--- src/rtl/motor_drive_if.sv ---
// Command and gate-drive bundle between motor_fsm (master) and the H-bridge
// driver (slave). The master issues the motor_up/motor_dn levels; the slave
// returns the four gate signals plus status.
interface motor_drive_if #(
  parameter int PWM_BITS = 3
);
  logic              motor_up;
  logic              motor_dn;
  logic              hs_a;
  logic              ls_a;
  logic              hs_b;
  logic              ls_b;
  logic              running;
  logic [PWM_BITS:0] duty;
  logic              cmd_err;

  modport master (
    output motor_up, motor_dn,
    input  hs_a, ls_a, hs_b, ls_b, running, duty, cmd_err
  );

  modport slave (
    input  motor_up, motor_dn,
    output hs_a, ls_a, hs_b, ls_b, running, duty, cmd_err
  );
endinterface

--- src/rtl/motor_drive.sv ---
// H-bridge gate driver for the door motor. Soft-starts each run with a PWM
// duty ramp, holds all gates off for a dead time after every stop or
// reversal, and flags conflicting up/dn commands. All outputs are registered.
module motor_drive #(
  parameter int DEAD_CYC = 4,
  parameter int PWM_BITS = 3
) (
  input  logic         clk,
  input  logic         rst_n,
  motor_drive_if.slave drv
);

  localparam logic [PWM_BITS:0]   DUTY_FULL = (PWM_BITS+1)'(1 << PWM_BITS);
  localparam logic [PWM_BITS:0]   DUTY_ONE  = (PWM_BITS+1)'(1);
  localparam logic [PWM_BITS-1:0] CNT_MAX   = '1;
  localparam logic [7:0]          DEAD_LOAD = 8'(DEAD_CYC);

  typedef enum logic [1:0] {IDLE, RAMP, RUN, DEAD} state_t;

  state_t              state;
  logic                dir;       // 0 = up, 1 = dn
  logic [PWM_BITS-1:0] cnt;
  logic [PWM_BITS:0]   duty_r;
  logic [7:0]          dead_cnt;

  logic                conflict;
  logic                stop;
  logic [PWM_BITS-1:0] cnt_nx;
  logic [PWM_BITS:0]   duty_nx;
  logic                pwm_nx;

  // Stop detection and next PWM step, so gates reflect the post-edge cnt/duty.
  always_comb begin
    conflict = drv.motor_up & drv.motor_dn;
    stop     = 1'b0;
    cnt_nx   = cnt + 1'b1;
    duty_nx  = duty_r;
    if (dir) stop = !drv.motor_dn || drv.motor_up;
    else     stop = !drv.motor_up || drv.motor_dn;
    if (cnt == CNT_MAX) duty_nx = duty_r + DUTY_ONE;
    pwm_nx = ({1'b0, cnt_nx} < duty_nx);
  end

  // Drive FSM: IDLE -> RAMP -> RUN, any stop -> DEAD -> IDLE.
  always_ff @(posedge clk or negedge rst_n) begin
    if (!rst_n) begin
      state       <= IDLE;
      dir         <= 1'b0;
      cnt         <= '0;
      duty_r      <= '0;
      dead_cnt    <= '0;
      drv.hs_a    <= 1'b0;
      drv.ls_a    <= 1'b0;
      drv.hs_b    <= 1'b0;
      drv.ls_b    <= 1'b0;
      drv.running <= 1'b0;
      drv.cmd_err <= 1'b0;
    end else begin
      drv.cmd_err <= 1'b0;
      case (state)
        IDLE: begin
          drv.hs_a    <= 1'b0;
          drv.ls_a    <= 1'b0;
          drv.hs_b    <= 1'b0;
          drv.ls_b    <= 1'b0;
          drv.running <= 1'b0;
          if (conflict) begin
            drv.cmd_err <= 1'b1;
          end else if (drv.motor_up || drv.motor_dn) begin
            // First RAMP cycle has cnt=0 < duty=1, so the high side is on.
            state    <= RAMP;
            dir      <= drv.motor_dn;
            cnt      <= '0;
            duty_r   <= DUTY_ONE;
            drv.hs_a <= drv.motor_up;
            drv.ls_b <= drv.motor_up;
            drv.hs_b <= drv.motor_dn;
            drv.ls_a <= drv.motor_dn;
          end
        end
        RAMP, RUN: begin
          if (stop) begin
            state       <= DEAD;
            dead_cnt    <= DEAD_LOAD;
            cnt         <= '0;
            duty_r      <= '0;
            drv.hs_a    <= 1'b0;
            drv.ls_a    <= 1'b0;
            drv.hs_b    <= 1'b0;
            drv.ls_b    <= 1'b0;
            drv.running <= 1'b0;
            drv.cmd_err <= conflict;
          end else if (state == RAMP) begin
            cnt    <= cnt_nx;
            duty_r <= duty_nx;
            if (duty_nx == DUTY_FULL) begin
              state       <= RUN;
              drv.running <= 1'b1;
              drv.hs_a    <= !dir;
              drv.hs_b    <= dir;
            end else begin
              drv.hs_a <= !dir & pwm_nx;
              drv.hs_b <= dir & pwm_nx;
            end
            drv.ls_b <= !dir;
            drv.ls_a <= dir;
          end
        end
        DEAD: begin
          drv.hs_a    <= 1'b0;
          drv.ls_a    <= 1'b0;
          drv.hs_b    <= 1'b0;
          drv.ls_b    <= 1'b0;
          drv.running <= 1'b0;
          if (dead_cnt == 8'd1) state <= IDLE;
          else                  dead_cnt <= dead_cnt - 8'd1;
        end
        default: state <= IDLE;
      endcase
    end
  end

  assign drv.duty = duty_r;

endmodule

--- src/flat_wrapper.sv ---
// flat-port wrapper written by rule: the top's interface ports become plain ports
module motor_drive_flat 
#(
  parameter int DEAD_CYC = 4,
  parameter int PWM_BITS = 3
)
  (clk, rst_n, drv_motor_up, drv_motor_dn, drv_hs_a, drv_ls_a, drv_hs_b, drv_ls_b, drv_running, drv_duty, drv_cmd_err);
  motor_drive_if #(.PWM_BITS(PWM_BITS)) drv_i ();
  input  logic clk;
  input  logic rst_n;
  input wire logic [$bits(drv_i.motor_up)-1:0] drv_motor_up;
  input wire logic [$bits(drv_i.motor_dn)-1:0] drv_motor_dn;
  output wire logic [$bits(drv_i.hs_a)-1:0] drv_hs_a;
  output wire logic [$bits(drv_i.ls_a)-1:0] drv_ls_a;
  output wire logic [$bits(drv_i.hs_b)-1:0] drv_hs_b;
  output wire logic [$bits(drv_i.ls_b)-1:0] drv_ls_b;
  output wire logic [$bits(drv_i.running)-1:0] drv_running;
  output wire logic [$bits(drv_i.duty)-1:0] drv_duty;
  output wire logic [$bits(drv_i.cmd_err)-1:0] drv_cmd_err;
  assign drv_i.motor_up = drv_motor_up;
  assign drv_i.motor_dn = drv_motor_dn;
  assign drv_hs_a = drv_i.hs_a;
  assign drv_ls_a = drv_i.ls_a;
  assign drv_hs_b = drv_i.hs_b;
  assign drv_ls_b = drv_i.ls_b;
  assign drv_running = drv_i.running;
  assign drv_duty = drv_i.duty;
  assign drv_cmd_err = drv_i.cmd_err;
  motor_drive #(.DEAD_CYC(DEAD_CYC), .PWM_BITS(PWM_BITS)) u_core (.clk(clk), .rst_n(rst_n), .drv(drv_i));
endmodule
--- config.mk ---
export PLATFORM = sky130hd
export DESIGN_NAME = motor_drive_flat
export DESIGN_NICKNAME = d
export VERILOG_FILES = /design/src/rtl/motor_drive_if.sv /design/src/rtl/motor_drive.sv /design/src/flat_wrapper.sv
export SDC_FILE = /design/constraint.sdc
export NUM_CORES = 1
export LEC_CHECK = 0
export BUFFER_PORTS_ARGS = -buffer_cell sky130_fd_sc_hd__buf_4
export CAP_MARGIN = 15
export CORE_MARGIN = 5
export CORE_UTILIZATION = 50
export CTS_BUF_LIST = sky130_fd_sc_hd__clkbuf_8
export CTS_CLUSTER_DIAMETER = 80
export CTS_CLUSTER_SIZE = 25
export DETAILED_ROUTE_END_ITERATION = 8
export GPL_ROUTABILITY_DRIVEN = 0
export PLACE_DENSITY = 0.73
export SYNTH_ARGS = -nofsm -noshare
export SYNTH_HDL_FRONTEND = slang
export SYNTH_SLANG_ARGS = --single-unit
--- constraint.sdc ---
create_clock -name clk -period 3.95 [get_ports clk]
set_input_delay 0.395 -clock clk [delete_from_list [all_inputs] [get_ports clk]]
set_output_delay 0.395 -clock clk [all_outputs]
set_load 0.01 [all_outputs]
# Word level (Yosys, flattened, before mapping)
# Cells that the tools add are included.
[word_totals] regBits=24
[classes] addsub=3 magnitude_cmp=1 n_eq_ne=13 n_mux=47 bitwise=4 n_reduce_logical=16
[ops] cell="$mux 1" count=20
[ops] cell="$mux 4" count=5
[ops] cell="$mux 8" count=2
[ops] cell="$pmux 8 s2" count=1
[ops] cell="$mux 2" count=6
[ops] cell="$mux 3" count=4
[ops] cell="$pmux 1 s3" count=4
[ops] cell="$eq 8x1->1 const B" count=1
[ops] cell="$pmux 4 s2" count=1
[ops] cell="$sub 8x1->8 const B" count=1
[ops] cell="$ne 2x1->1 const B" count=3
[ops] cell="$ne 3x1->1 const B" count=2
[ops] cell="$pmux 2 s3" count=1
[ops] cell="$pmux 3 s2" count=1
[ops] cell="$reduce_and 3->1" count=2
[ops] cell="$reduce_and 5->1" count=1
[ops] cell="$add 4x1->4 const B" count=1
[ops] cell="$eq 2x2->1 const B" count=2
[ops] cell="$eq 4x4->1 const B" count=1
[ops] cell="$lt 3x4->1" count=1
[ops] cell="$ne 2x2->1 const B" count=2
[ops] cell="$pmux 1 s2" count=2
[ops] cell="$reduce_and 4->1" count=1
[ops] cell="$reduce_bool 2->1" count=2
[ops] cell="other kinds (10)" count=17

# Depth between registers and ports, before layout
# Gate-level depths: netlist of the first run.
[logic_depth] word_depth=8 mapped_depth=10 ltp_nobuf=9

# Worst setup path before layout of the first run
# Ideal clock, no wire load.
[synth_path] path_kind="flip-flop to flip-flop" start="reg u_core.cnt[0]" end="reg u_core.drv.hs_b" arrival_ns=1.844 required_ns=3.822 slack_ns=1.977 stages_incl_launch_ff=11 path_buffers=1 synth_period_minus_slack_ns=1.973 path_cell_list="dfrtp_1 ha_1 ha_1 clkbuf_1 nand2_1 xor2_1 ha_1 nand2_1 a21o_1 a21oi_1 o21ai_0"
[synth_between] elab_chain_cells=8 word_cells_on_any_way=10 classes_between="1 x add/sub; 1 x order compare; 2 x eq/ne; 5 x mux; 1 x bitwise"
[synth_lines] element="start: declaration" line="motor_drive.sv:22" rtl="logic [PWM_BITS-1:0] cnt;"
[synth_lines] element="start signal: assignment" line="motor_drive.sv:94" rtl="cnt <= cnt_nx;"
[synth_lines] element="branches (longest 4 deep; another with $lt 3x4->1)"
[synth_lines] element="$mux 1 *" line="motor_drive.sv:96" rtl="if (duty_nx == DUTY_FULL) begin"
[synth_lines] element="$mux 1 *" line="motor_drive.sv:93" rtl="end else if (state == RAMP) begin"
[synth_lines] element="$mux 1 *" line="motor_drive.sv:82" rtl="if (stop) begin"
[synth_lines] element="$pmux 1 s3 *" line="motor_drive.sv:60" rtl="case (state)"
[synth_lines] element="end signal: assignment" line="motor_drive.sv:77" rtl="drv.hs_b <= drv.motor_dn;"
[synth_lines] element="end signal: assignment" line="motor_drive.sv:100" rtl="drv.hs_b <= dir;"
[synth_lines] element="end signal: assignment" line="motor_drive.sv:103" rtl="drv.hs_b <= dir & pwm_nx;"
[synth_lines] element="end: declaration" line="motor_drive_if.sv:24" rtl="output hs_a, ls_a, hs_b, ls_b, running, duty, cmd_err"
# Mark *: on every way between the ends. The select of a mux whose other input is x is not followed.
# A chain may end at the register's enable or synchronous reset.

# Final worst setup path of the first run
[layout_path] start="reg u_core.state[0]" end="reg u_core.duty_r[1], in the netlist u_core.drv.duty[1]"
[layout_between] elab_chain_cells=4 word_cells_on_any_way=10 classes_between="5 x eq/ne; 1 x mux; 4 x reduce/logical"
[layout_lines] element="start: declaration" line="motor_drive.sv:20" rtl="state_t state;"
[layout_lines] element="start signal: assignment" line="motor_drive.sv:47" rtl="state <= IDLE;"
[layout_lines] element="start signal: assignment" line="motor_drive.sv:71" rtl="state <= RAMP;"
[layout_lines] element="start signal: assignment" line="motor_drive.sv:83" rtl="state <= DEAD;"
[layout_lines] element="$eq 2x2->1 / $eq 2x1->1 (equally long branches)" line="motor_drive.sv:60, motor_drive.sv:93"
[layout_lines] element="$reduce_or 2->1" line="motor_drive.sv:60"
[layout_lines] element="$ne 3x1->1 (no source line) / $reduce_bool 2->1 (equally long branches)"
[layout_lines] element="$reduce_and 4->1 (no source line)"
[layout_lines] element="end signal: assignment" line="motor_drive.sv:95" rtl="duty_r <= duty_nx;"
[layout_lines] element="end: declaration" line="motor_drive.sv:23" rtl="logic [PWM_BITS:0] duty_r;"
# Several ways; a longest one is shown, not always the timed one.

==> results of run 1 <==
critical path, delay by kind of cell, from the launching register on:
family	cells	cell delay, ps
DFF	1	390
AOI/OAI and AO/OA	1	600
muxes	1	400
and+or+nand+nor	1	280
adders and majority gates	1	250
buffers and inverters	1	110
routing by layer:
layer / vias to the layer above / global-route usage [%] / part of all wire [%]
li1: 629 / - / -
met1: 619 / 23.17 / 46
met2: 22 / 29.46 / 49
met3: 5 / 3.710 / 4.1
met4: 0 / 5.570 / 1.1
met5: - / 0 / 0
power by group through the flow:
| stage | sequential, mW | combinational [mW] | clock [mW] |
|---|---|---|---|
| 2_1_floorplan | 0.398 | 0.499 | 0 |
| 3_3_place_gp | 0.405 | 0.606 | 0 |
| 3_5_place_dp | 0.411 | 0.623 | 0 |
| 4_1_cts | 0.406 | 0.628 | 0.221 |
| 5_1_grt | 0.421 | 0.702 | 0.238 |
| 6_report | 0.409 | 0.629 | 0.216 |
cell usage after synthesis, types with 2 or more instances:
cell type / n
dfrtp_1: 24
inv_1: 15
ha_1: 11
a21oi_1: 10
o21ai_0: 10
nor2_1: 6
nand2_1: 5
nand3_1: 5
o31ai_1: 5
clkbuf_1: 4
or4_1: 4
mux2_2: 3
mux2i_1: 3
nand4_1: 3
nor4_1: 3
o211ai_1: 3
o21ai_1: 3
xor2_1: 3
a211o_1: 2
a21o_1: 2
a31oi_1: 2
buf_6: 2
nand2b_1: 2
nor3_1: 2
o21a_1: 2
o41ai_1: 2
xnor2_1: 2
cell type report:
cell class                      instances  area share, %
Clock buffer                            3          2.298
Clock inverter                          1          1.671
Inverter                               15          3.134
Multi-Input combinational cell        116          50.97
Sequential cell                        24          33.43
Tap cell                               44          3.064
Timing Repair Buffer                   13          5.432
cell families (layout without fill, tap and decap cells):
group           count (synthesis)  count (layout)  synth area share, %
flops                          24              24                37.01
compound gates                 53              53                24.91
xor+xnor                        5               5                2.699
buf+inv                        23              32                6.553
mux                             6               6                3.932
simple gates                   41              41                16.42
fa+ha+maj                      11              11                8.481
registers in the layout (all words and copies together), names as in the netlist:
| register | cells |
|---|---|
| u_core.drv.hs_a | 1 |
| u_core.drv.duty | 4 |
| u_core.drv.running | 1 |
| u_core.drv.cmd_err | 1 |
| u_core.drv.ls_a | 1 |
| u_core.dir | 1 |
| u_core.dead_cnt | 8 |
| u_core.state | 2 |
| u_core.cnt | 3 |
| u_core.drv.ls_b | 1 |
| u_core.drv.hs_b | 1 |
worst min-delay path by stage:
stage | end
finish | u_core.dead_cnt[5]$_DFFE_PN0P_
floorplan | u_core.cnt[0]$_DFFE_PN0P_
global route | u_core.drv.running$_DFFE_PN0P_
detailed placement | u_core.dead_cnt[5]$_DFFE_PN0P_
global placement | u_core.drv.hs_a$_DFFE_PN0P_
CTS | u_core.dead_cnt[5]$_DFFE_PN0P_
==> results.yml, run 1 <==
power:
  power_density_mw_per_mm2: 698.1
  power_mw: 1.254
  combPwrFrac_pct: 50.2
  p_sw_share_pct: 42.90
  p_sw_uw: 538.1
  p_int_uw: 716.2
  seqPwrFrac_pct: 32.6
  irDropWorstVdd_mv: 0.3112
  power_leakage_nw: 0.8293
  pwr-share-clk_pct: 17.2
global_routing:
  antenna_found_initial: 0
  grt_pass1_wl_um: 5989
  grt_overflow_total: 0
  grt_pass1_vias: 1230
  grt_max_degree: 25
  grt.total_usage_pct: 17.83
synthesis:
  yosys-top-cells-area: "dfrtp_1, ha_1, inv_1"
  syn-num-nets: 178
  ys_ff_latch: 24
  async_reset_ff_share_pct: 100.0
  syn_inst: 163
  syn_area_mm2: 0.001623
  synthDominantCellAreaShare_pct: 37.01
  synth_top_cell_by_area: "dfrtp_1"
  yosysSeqAreaShare_pct: 37.01
  synth.distinct_cells: 52
  avgSynthCellArea_um2: 9.956
  synth_flop_cell: "dfrtp_1"
  synth-edff-count: 0
  ys_warn_count: 0
cells_and_area:
  multi_input_area_um2: 915.9
  regArea_um2: 600.6
  fin_util_pct: 58.37
  fillerInstances: 272
  finalInstanceArea_mm2: 0.001797
  final_common_cell: "dfrtp_1"
  synthToLayoutAreaGrowth_pct: 10.72
  final_nets: 188
  layout.cells.non_filler: 216
  n_antenna_cell: 0
  layout_common_cells: "dfrtp_1, inv_1, buf_4"
  layout-drive-gt1-share_pct: 18.02
cts:
  htreeDepth: 1
  cts_resized: 0
  postCtsSetupBuffers: 0
  cts_tree: "done"
  worstSkewPairLatency_ps: 280
  clock-root-buffer: "clkbuf_8"
  cts_sinks: 24
  numCtsBuffers: 3
  ctsLongestPathBuffers: 2
  clk_pin_slew_ps: 90
  ctsHoldBuffers: 0
worst_hold_path:
  hold_path_class: "primary input to async pin"
floorplan:
  core.rowCount: 20
  dieWidth_um: 66.97
  start_util_pct: 52.72
  dieHeight_um: 66.97
  fp.dieArea_mm2: 0.004485
  pin_count: 14
  coreArea_mm2: 0.003078
sta:
  min_period_ps: 2141
  max_freq_mhz: 467.0
  worst_slew_pin_slew_ps: 630.6
  slew_headroom_pct: 57.68
  fin_setup_tns_ps: 0
  fin_crit_sh_pct: 54.21
  finalSetupViolations: 0
  fin_worst_skew_ps: 10.38
  timing.final.hold_violations: 0
  maxSlewViolCount: 0
  fin_ws_ps: 1809
  whs_ps: 0.7621
  rsz0062_at_grt: "no"
job:
  maxCapViolCount: 0
worst_setup_path:
  rr_endpoint: "u_core.drv.duty[1]$_DFFE_PN0P_"
  crit_chain: "inv_1 > ha_1 > and4bb_1 > a2111oi_4 > mux2_2"
  max_stage_delay_ps: 600
  end_kind: "flop"
  path_class: "flop to flop"
  crit_slowest_cell: "a2111oi_4"
  rr_startpoint: "u_core.state[0]$_DFFE_PN0P_"
  required_ps: 4120
  critPathMaxFanout: 12
  critPathLaunch: "u_core.state[0]$_DFFE_PN0P_"
  start_kind: "flop"
  cp-endpoint: "u_core.drv.duty[1]$_DFFE_PN0P_"
  r2r_setup_slack_ps: 1810
  critPathArrivalTime_ps: 2310
  reg2reg_depth: 5
place:
  io_buffers: 13
  place_ws_ps: 1846
  place_area_mm2: 0.001725
  hpwlAfterDp_um: 2604
  dp_cells: 212
routing:
  wire_per_inst_um: 16.12
  drt_iter0_markers: 107
  vias: 1275
  viasPerCell: 5.903
  antenna_left: 0
  routed_wl_um: 3482
  drt-pass1-iter-count: 4
  post-route-drc-count: 0
run_status:
  outcome: "completed"
No activity file was read; power rests on OpenSTA's default activity.
==> inputs of run 2 (changes only) <==
--- a/config.mk
+++ b/config.mk
@@ -14,7 +14,7 @@
 export CTS_CLUSTER_SIZE = 25
 export DETAILED_ROUTE_END_ITERATION = 8
 export GPL_ROUTABILITY_DRIVEN = 0
-export PLACE_DENSITY = 0.73
+export PLACE_DENSITY = 0.75
 export SYNTH_ARGS = -nofsm -noshare
 export SYNTH_HDL_FRONTEND = slang
 export SYNTH_SLANG_ARGS = --single-unit
==> constraint.sdc (replaced) <==
create_clock -name clk -period 1.8 [get_ports clk]
set_input_delay 0.18 -clock clk [delete_from_list [all_inputs] [get_ports clk]]
set_output_delay 0.18 -clock clk [all_outputs]
set_load 0.01 [all_outputs]
==> run 2 against run 1 <==
Net effect: the flow now finishes with violations (negative setup slack); die area did not move; worst setup slack lost 1900 ps; wire length increased by 35%; worst hold slack better by 160 ps; total power grew to 2.9 times the previous value; combinational power increased to 3.5 times the previous value; count of clock-buffer cells in the layout stayed put; largest cell class unchanged; critical path depth unchanged; largest power group unchanged; cell area grew 28%; sequential power grew 120%; sequential cell count unchanged.
==> results.yml, run 2 (synthesis results as in run 1) <==
power:
  p_sw_mw: 1.563
  seqPwrFrac_pct: 25.0
  power_leakage_nw: 1.057
  combPwrFrac_pct: 61.3
  p_sw_share_pct: 43.07
  p_int_mw: 2.066
  irDropWorstVdd_mv: 0.7341
  power_density_mw_per_mm2: 1575
  pwr-share-clk_pct: 13.7
cells_and_area:
  synthToLayoutAreaGrowth_pct: 42.02
  n_antenna_cell: 0
  layout-drive-gt1-share_pct: 50.24
  finalInstanceArea_mm2: 0.002305
  final_nets: 225
  layout.cells.non_filler: 253
  largest_reg_flops: 8
  layout_common_cells: "buf_4, dfrtp_1, inv_1"
  fillerInstances: 204
  final_common_cell: "buf_4"
  top_register: "u_core.dead_cnt"
global_routing:
  grt.total_usage_pct: 19.60
  antenna_found_initial: 0
  grt_max_degree: 25
  grt_pass1_wl_um: 6658
  grt_overflow_total: 0
  grt_pass1_vias: 1419
worst_hold_path:
  hold_end: "u_core.dir$_DFFE_PN0P_"
  min-delay-start: "drv_motor_up"
  hold_path_class: "primary input to flop"
  holdPathStages: 2
place:
  io_buffers: 13
  dp_cells: 234
  place_area_mm2: 0.001937
  hpwlAfterDp_um: 2846
routing:
  wire_per_inst_um: 18.56
  post-route-drc-count: 0
  antenna_left: 0
  vias: 1533
  drt_iter0_markers: 165
  drt-pass1-iter-count: 4
  viasPerCell: 6.059
  routed_wl_um: 4696
floorplan:
  pin_count: 14
  fp.dieArea_mm2: 0.004485
  start_util_pct: 52.72
  core.rowCount: 20
  coreArea_mm2: 0.003078
  dieWidth_um: 66.97
  dieHeight_um: 66.97
cts:
  clk_pin_slew_ps: 90
  worstSkewPairLatency_ps: 280
  ctsLongestPathBuffers: 2
  numCtsBuffers: 3
  htreeDepth: 1
  cts_tree: "done"
  cts_sinks: 24
  clock-root-buffer: "clkbuf_8"
sta:
  fin_ws_ps: -132.3
  whs_ps: 158.8
  slew_headroom_pct: 69.68
  worst_slew_pin_slew_ps: 451.3
  finalSetupViolations: 17
  fin_worst_skew_ps: 1.687
  rsz0062_at_grt: "yes"
  timing.final.hold_violations: 0
  max_freq_mhz: 517.5
  fin_setup_tns_ps: -820.9
  min_period_ps: 1932
  maxSlewViolCount: 0
  fin_crit_sh_pct: 107.4
worst_setup_path:
  path_class: "flop to flop"
  required_ps: 1970
  rr_endpoint: "u_core.drv.duty[2]$_DFFE_PN0P_"
  critPathArrivalTime_ps: 2110
  r2r_setup_slack_ps: -130
  start_kind: "flop"
  critPathLaunch: "u_core.state[1]$_DFFE_PN0P_"
  max_stage_delay_ps: 480
  critPathMaxFanout: 4
  crit_slowest_cell: "dfrtp_2"
  rr_startpoint: "u_core.state[1]$_DFFE_PN0P_"
  reg2reg_depth: 5
  crit_chain: "ha_4 > and4bb_2 > a2111oi_4 > buf_4 > mux2_2"
  end_kind: "flop"
job:
  maxCapViolCount: 0
run_status:
  outcome: "complete, but fails checks"
  violations: "negative setup slack"
[run 2: cell type report]
cell class,count,area [µm²],area share (%)
clock inverters,1,30.03,1.303
well taps,44,55.05,2.389
inverters,15,56.30,2.443
flip-flops and latches,24,603.1,26.17
repair buffers,50,390.4,16.94
multi-input cells,116,1129,48.97
clock buffers,3,41.29,1.792
[run 2: per-stage QoR]
step | util [%] | power [mW] | setup WS (ps)
finish | 74.88 | 3.630 | -132.3
global route | 74.88 | 3.829 | -164.2
CTS | 67.52 | 3.157 | -45.78
detailed placement | 62.93 | 2.573 | -78.28
global placement | 62.93 | 2.488 | 13.81
floorplan | - | 2.021 | -40.51
[run 2: repair_timing]
action / 4_1_cts / 5_1_grt
endpoints found under the setup margin: 11 / 20
hold buffers: 1 / 0
pin swaps: 7 / 17
cloned: 0 / 1
hold endpoints to repair: 24 / 0
gates resized for setup: 11 / 37
buffers inserted: 3 / 10
[run 2: power by group through the flow]
stage / clock [mW] / sequential (mW) / combinational (mW)
after floorplan: 0 / 0.874 / 1.15
after global placement: 0 / 0.851 / 1.64
after detailed placement: 0 / 0.863 / 1.71
after CTS: 0.494 / 0.856 / 1.81
after global routing: 0.521 / 0.924 / 2.38
final: 0.496 / 0.909 / 2.22
[run 2: per-layer routing]
metal | routed length (µm) | track usage [%] | share of wire (%) | up-vias
li1 | - | - | - | 701
met5 | 0 | 0 | 0 | -
met4 | 97 | 9.367 | 2.1 | 0
met3 | 252 | 2.698 | 5.4 | 11
met1 | 1961 | 24.43 | 42 | 765
met2 | 2384 | 33.04 | 51 | 56
[run 2: worst max-delay path: cells and delay by family, from the launching register on]
family	cells	cell delay, ps
AOI/OAI and AO/OA	1	380
buffers and inverters	1	200
DFF	1	480
adders and majority gates	1	180
muxes	1	330
and+or+nand+nor	1	260
[run 2: worst max-delay path by stage]
stage,depth (start not counted),end,slack (ps)
2_1_floorplan,10,u_core.drv.hs_b$_DFFE_PN0P_,-40
3_3_place_gp,6,u_core.state[0]$_DFFE_PN0P_,10
3_5_place_dp,6,u_core.dead_cnt[3]$_DFFE_PN0P_,-80
4_1_cts,7,u_core.dead_cnt[4]$_DFFE_PN0P_,-50
5_1_grt,5,u_core.drv.duty[1]$_DFFE_PN0P_,-160
6_report,5,u_core.drv.duty[2]$_DFFE_PN0P_,-130
==> inputs of run 3 (changes only) <==
--- a/config.mk
+++ b/config.mk
@@ -14,7 +14,7 @@
 export CTS_CLUSTER_SIZE = 25
 export DETAILED_ROUTE_END_ITERATION = 8
 export GPL_ROUTABILITY_DRIVEN = 0
-export PLACE_DENSITY = 0.75
+export PLACE_DENSITY_LB_ADDON = 0.15
 export SYNTH_ARGS = -nofsm -noshare
 export SYNTH_HDL_FRONTEND = slang
 export SYNTH_SLANG_ARGS = --single-unit
==> run 3 against run 2 <==
Net effect: the flow still finishes with violations (negative setup slack); die area unchanged; clock skew up 3.8 ps; critical path depth increased by 2; critical path type unchanged; total power is 4.6% lower; count of clock-buffer cells in the layout unchanged; largest power group unchanged; register-to-register slack better by 50 ps; cell area is 2.9% lower.
==> results.yml, run 3 (synthesis results as in run 1) <==
cts:
  clock-root-buffer: "clkbuf_8"
  clk_pin_slew_ps: 90
  ctsLongestPathBuffers: 2
  numCtsBuffers: 3
  cts_tree: "done"
  worstSkewPairLatency_ps: 280
  cts_sinks: 24
  htreeDepth: 1
place:
  io_buffers: 13
  dp_cells: 236
  place_area_mm2: 0.001952
  hpwlAfterDp_um: 2890
run_status:
  violations: "negative setup slack"
  outcome: "complete, but fails checks"
sta:
  timing.final.hold_violations: 0
  slew_headroom_pct: 64.92
  whs_ps: 153.1
  fin_crit_sh_pct: 104.7
  fin_ws_ps: -84.79
  finalSetupViolations: 6
  max_freq_mhz: 530.6
  maxSlewViolCount: 0
  min_period_ps: 1885
  worst_slew_pin_slew_ps: 522.5
  fin_worst_skew_ps: 5.476
  rsz0062_at_grt: "yes"
global_routing:
  grt_max_degree: 25
  grt_pass1_wl_um: 6430
  grt_pass1_vias: 1469
  grt_overflow_total: 0
  antenna_found_initial: 0
  grt.total_usage_pct: 18.75
routing:
  antenna_left: 0
  vias: 1468
  wire_per_inst_um: 15.92
  drt_iter0_markers: 88
  drt-pass1-iter-count: 4
  post-route-drc-count: 0
  routed_wl_um: 4028
  viasPerCell: 5.802
floorplan:
  dieHeight_um: 66.97
  core.rowCount: 20
  pin_count: 14
  fp.dieArea_mm2: 0.004485
  dieWidth_um: 66.97
  start_util_pct: 52.72
  coreArea_mm2: 0.003078
power:
  power_density_mw_per_mm2: 1547
  power_mw: 3.463
  irDropWorstVdd_mv: 0.6980
  power_leakage_nw: 1.037
job:
  maxCapViolCount: 0
cells_and_area:
  synthToLayoutAreaGrowth_pct: 37.93
  largest_reg_flops: 8
  layout_common_cells: "buf_4, dfrtp_1, inv_1"
  n_antenna_cell: 0
  layout.cells.non_filler: 253
  layout-drive-gt1-share_pct: 43.06
  final_common_cell: "buf_4"
  final_nets: 225
  top_register: "u_core.dead_cnt"
  fin_util_pct: 72.72
  finalInstanceArea_mm2: 0.002238
worst_setup_path:
  required_ps: 1990
  crit_chain: "inv_2 > ha_4 > or4b_4 > o41ai_4 > buf_4 > o2111ai_1 > o211ai_1"
  reg2reg_depth: 7
  critPathLaunch: "u_core.dead_cnt[1]$_DFFE_PN0P_"
  max_stage_delay_ps: 500
  critPathMaxFanout: 3
  crit_slowest_cell: "or4b_4"
  path_class: "flop to flop"
  rr_endpoint: "u_core.state[0]$_DFFE_PN0P_"
  end_kind: "flop"
  critPathArrivalTime_ps: 2080
  rr_startpoint: "u_core.dead_cnt[1]$_DFFE_PN0P_"
  start_kind: "flop"
  r2r_setup_slack_ps: -80
worst_hold_path:
  min-delay-start: "drv_motor_up"
  hold_path_class: "primary input to flop"
  holdPathStages: 2
  hold_end: "u_core.dir$_DFFE_PN0P_"
==> run 3: cell counts in the layout (fill, tap and decap cells not counted) <==
Identical to the previous run, type by type.
==> run 3: power by group <==
| part | internal, mW | switching [mW] | total (mW) | leakage [nW] |
|---|---|---|---|---|
| logic | 1.06 | 1.05 | 2.11 | 0.688 |
| registers | 0.695 | 0.175 | 0.869 | 0.313 |
| clock network | 0.298 | 0.186 | 0.484 | 0.0357 |
| total | 2.06 | 1.41 | 3.46 | 1.04 |
==> run 3: through the flow <==
step | TNS [ps] | setup slack (ps)
2_1_floorplan | -70.39 | -40.51
3_3_place_gp | -260.4 | -39.56
3_5_place_dp | -719.3 | -89.89
4_1_cts | -282.2 | -51.51
5_1_grt | -901.1 | -161.1
6_report | -200.0 | -84.79
==> run 3: cell type report <==
class,count,area [µm²]
clock inverters,1,30.03
fillers,229,839.6
clock buffers,3,41.29
well taps,44,55.05
flip-flops and latches,24,601.8
multi-input cells,116,1071
repair buffers,50,382.9
inverters,15,56.30
==> run 3: how the worst max path moves through the flow <==
stage                                   to
5_1_grt        u_core.state[0]$_DFFE_PN0P_
6_report       u_core.state[0]$_DFFE_PN0P_
3_3_place_gp   u_core.state[0]$_DFFE_PN0P_
4_1_cts        u_core.state[0]$_DFFE_PN0P_
3_5_place_dp   u_core.state[0]$_DFFE_PN0P_
2_1_floorplan  u_core.drv.hs_b$_DFFE_PN0P_
==> run 3: critical path: cells and delay by family, from the launching register on <==
kind                       cells  cell delay [ps]
DFF                            1              390
and+or+nand+nor                1              500
AOI/OAI and AO/OA              3              540
adders and majority gates      1              120
buffers and inverters          2              270
==> run 3: layer usage <==
layer	track usage [%]	vias up	wire [µm]
li1	-	704	-
met1	22.13	725	1771
met2	33.91	30	2041
met3	3.035	9	138
met4	6.582	0	76
met5	0	-	0
==> run 3: what timing repair did <==
| action | 4_1_cts | 5_1_grt |
|---|---|---|
| pin swaps | 7 | 10 |
| gates cloned | 1 | 0 |
| setup endpoints to repair | 17 | 20 |
| resized for setup | 9 | 19 |
| hold endpoints to repair | 24 | 0 |
| setup buffers | 8 | 3 |
| hold buffers | 1 | 0 |
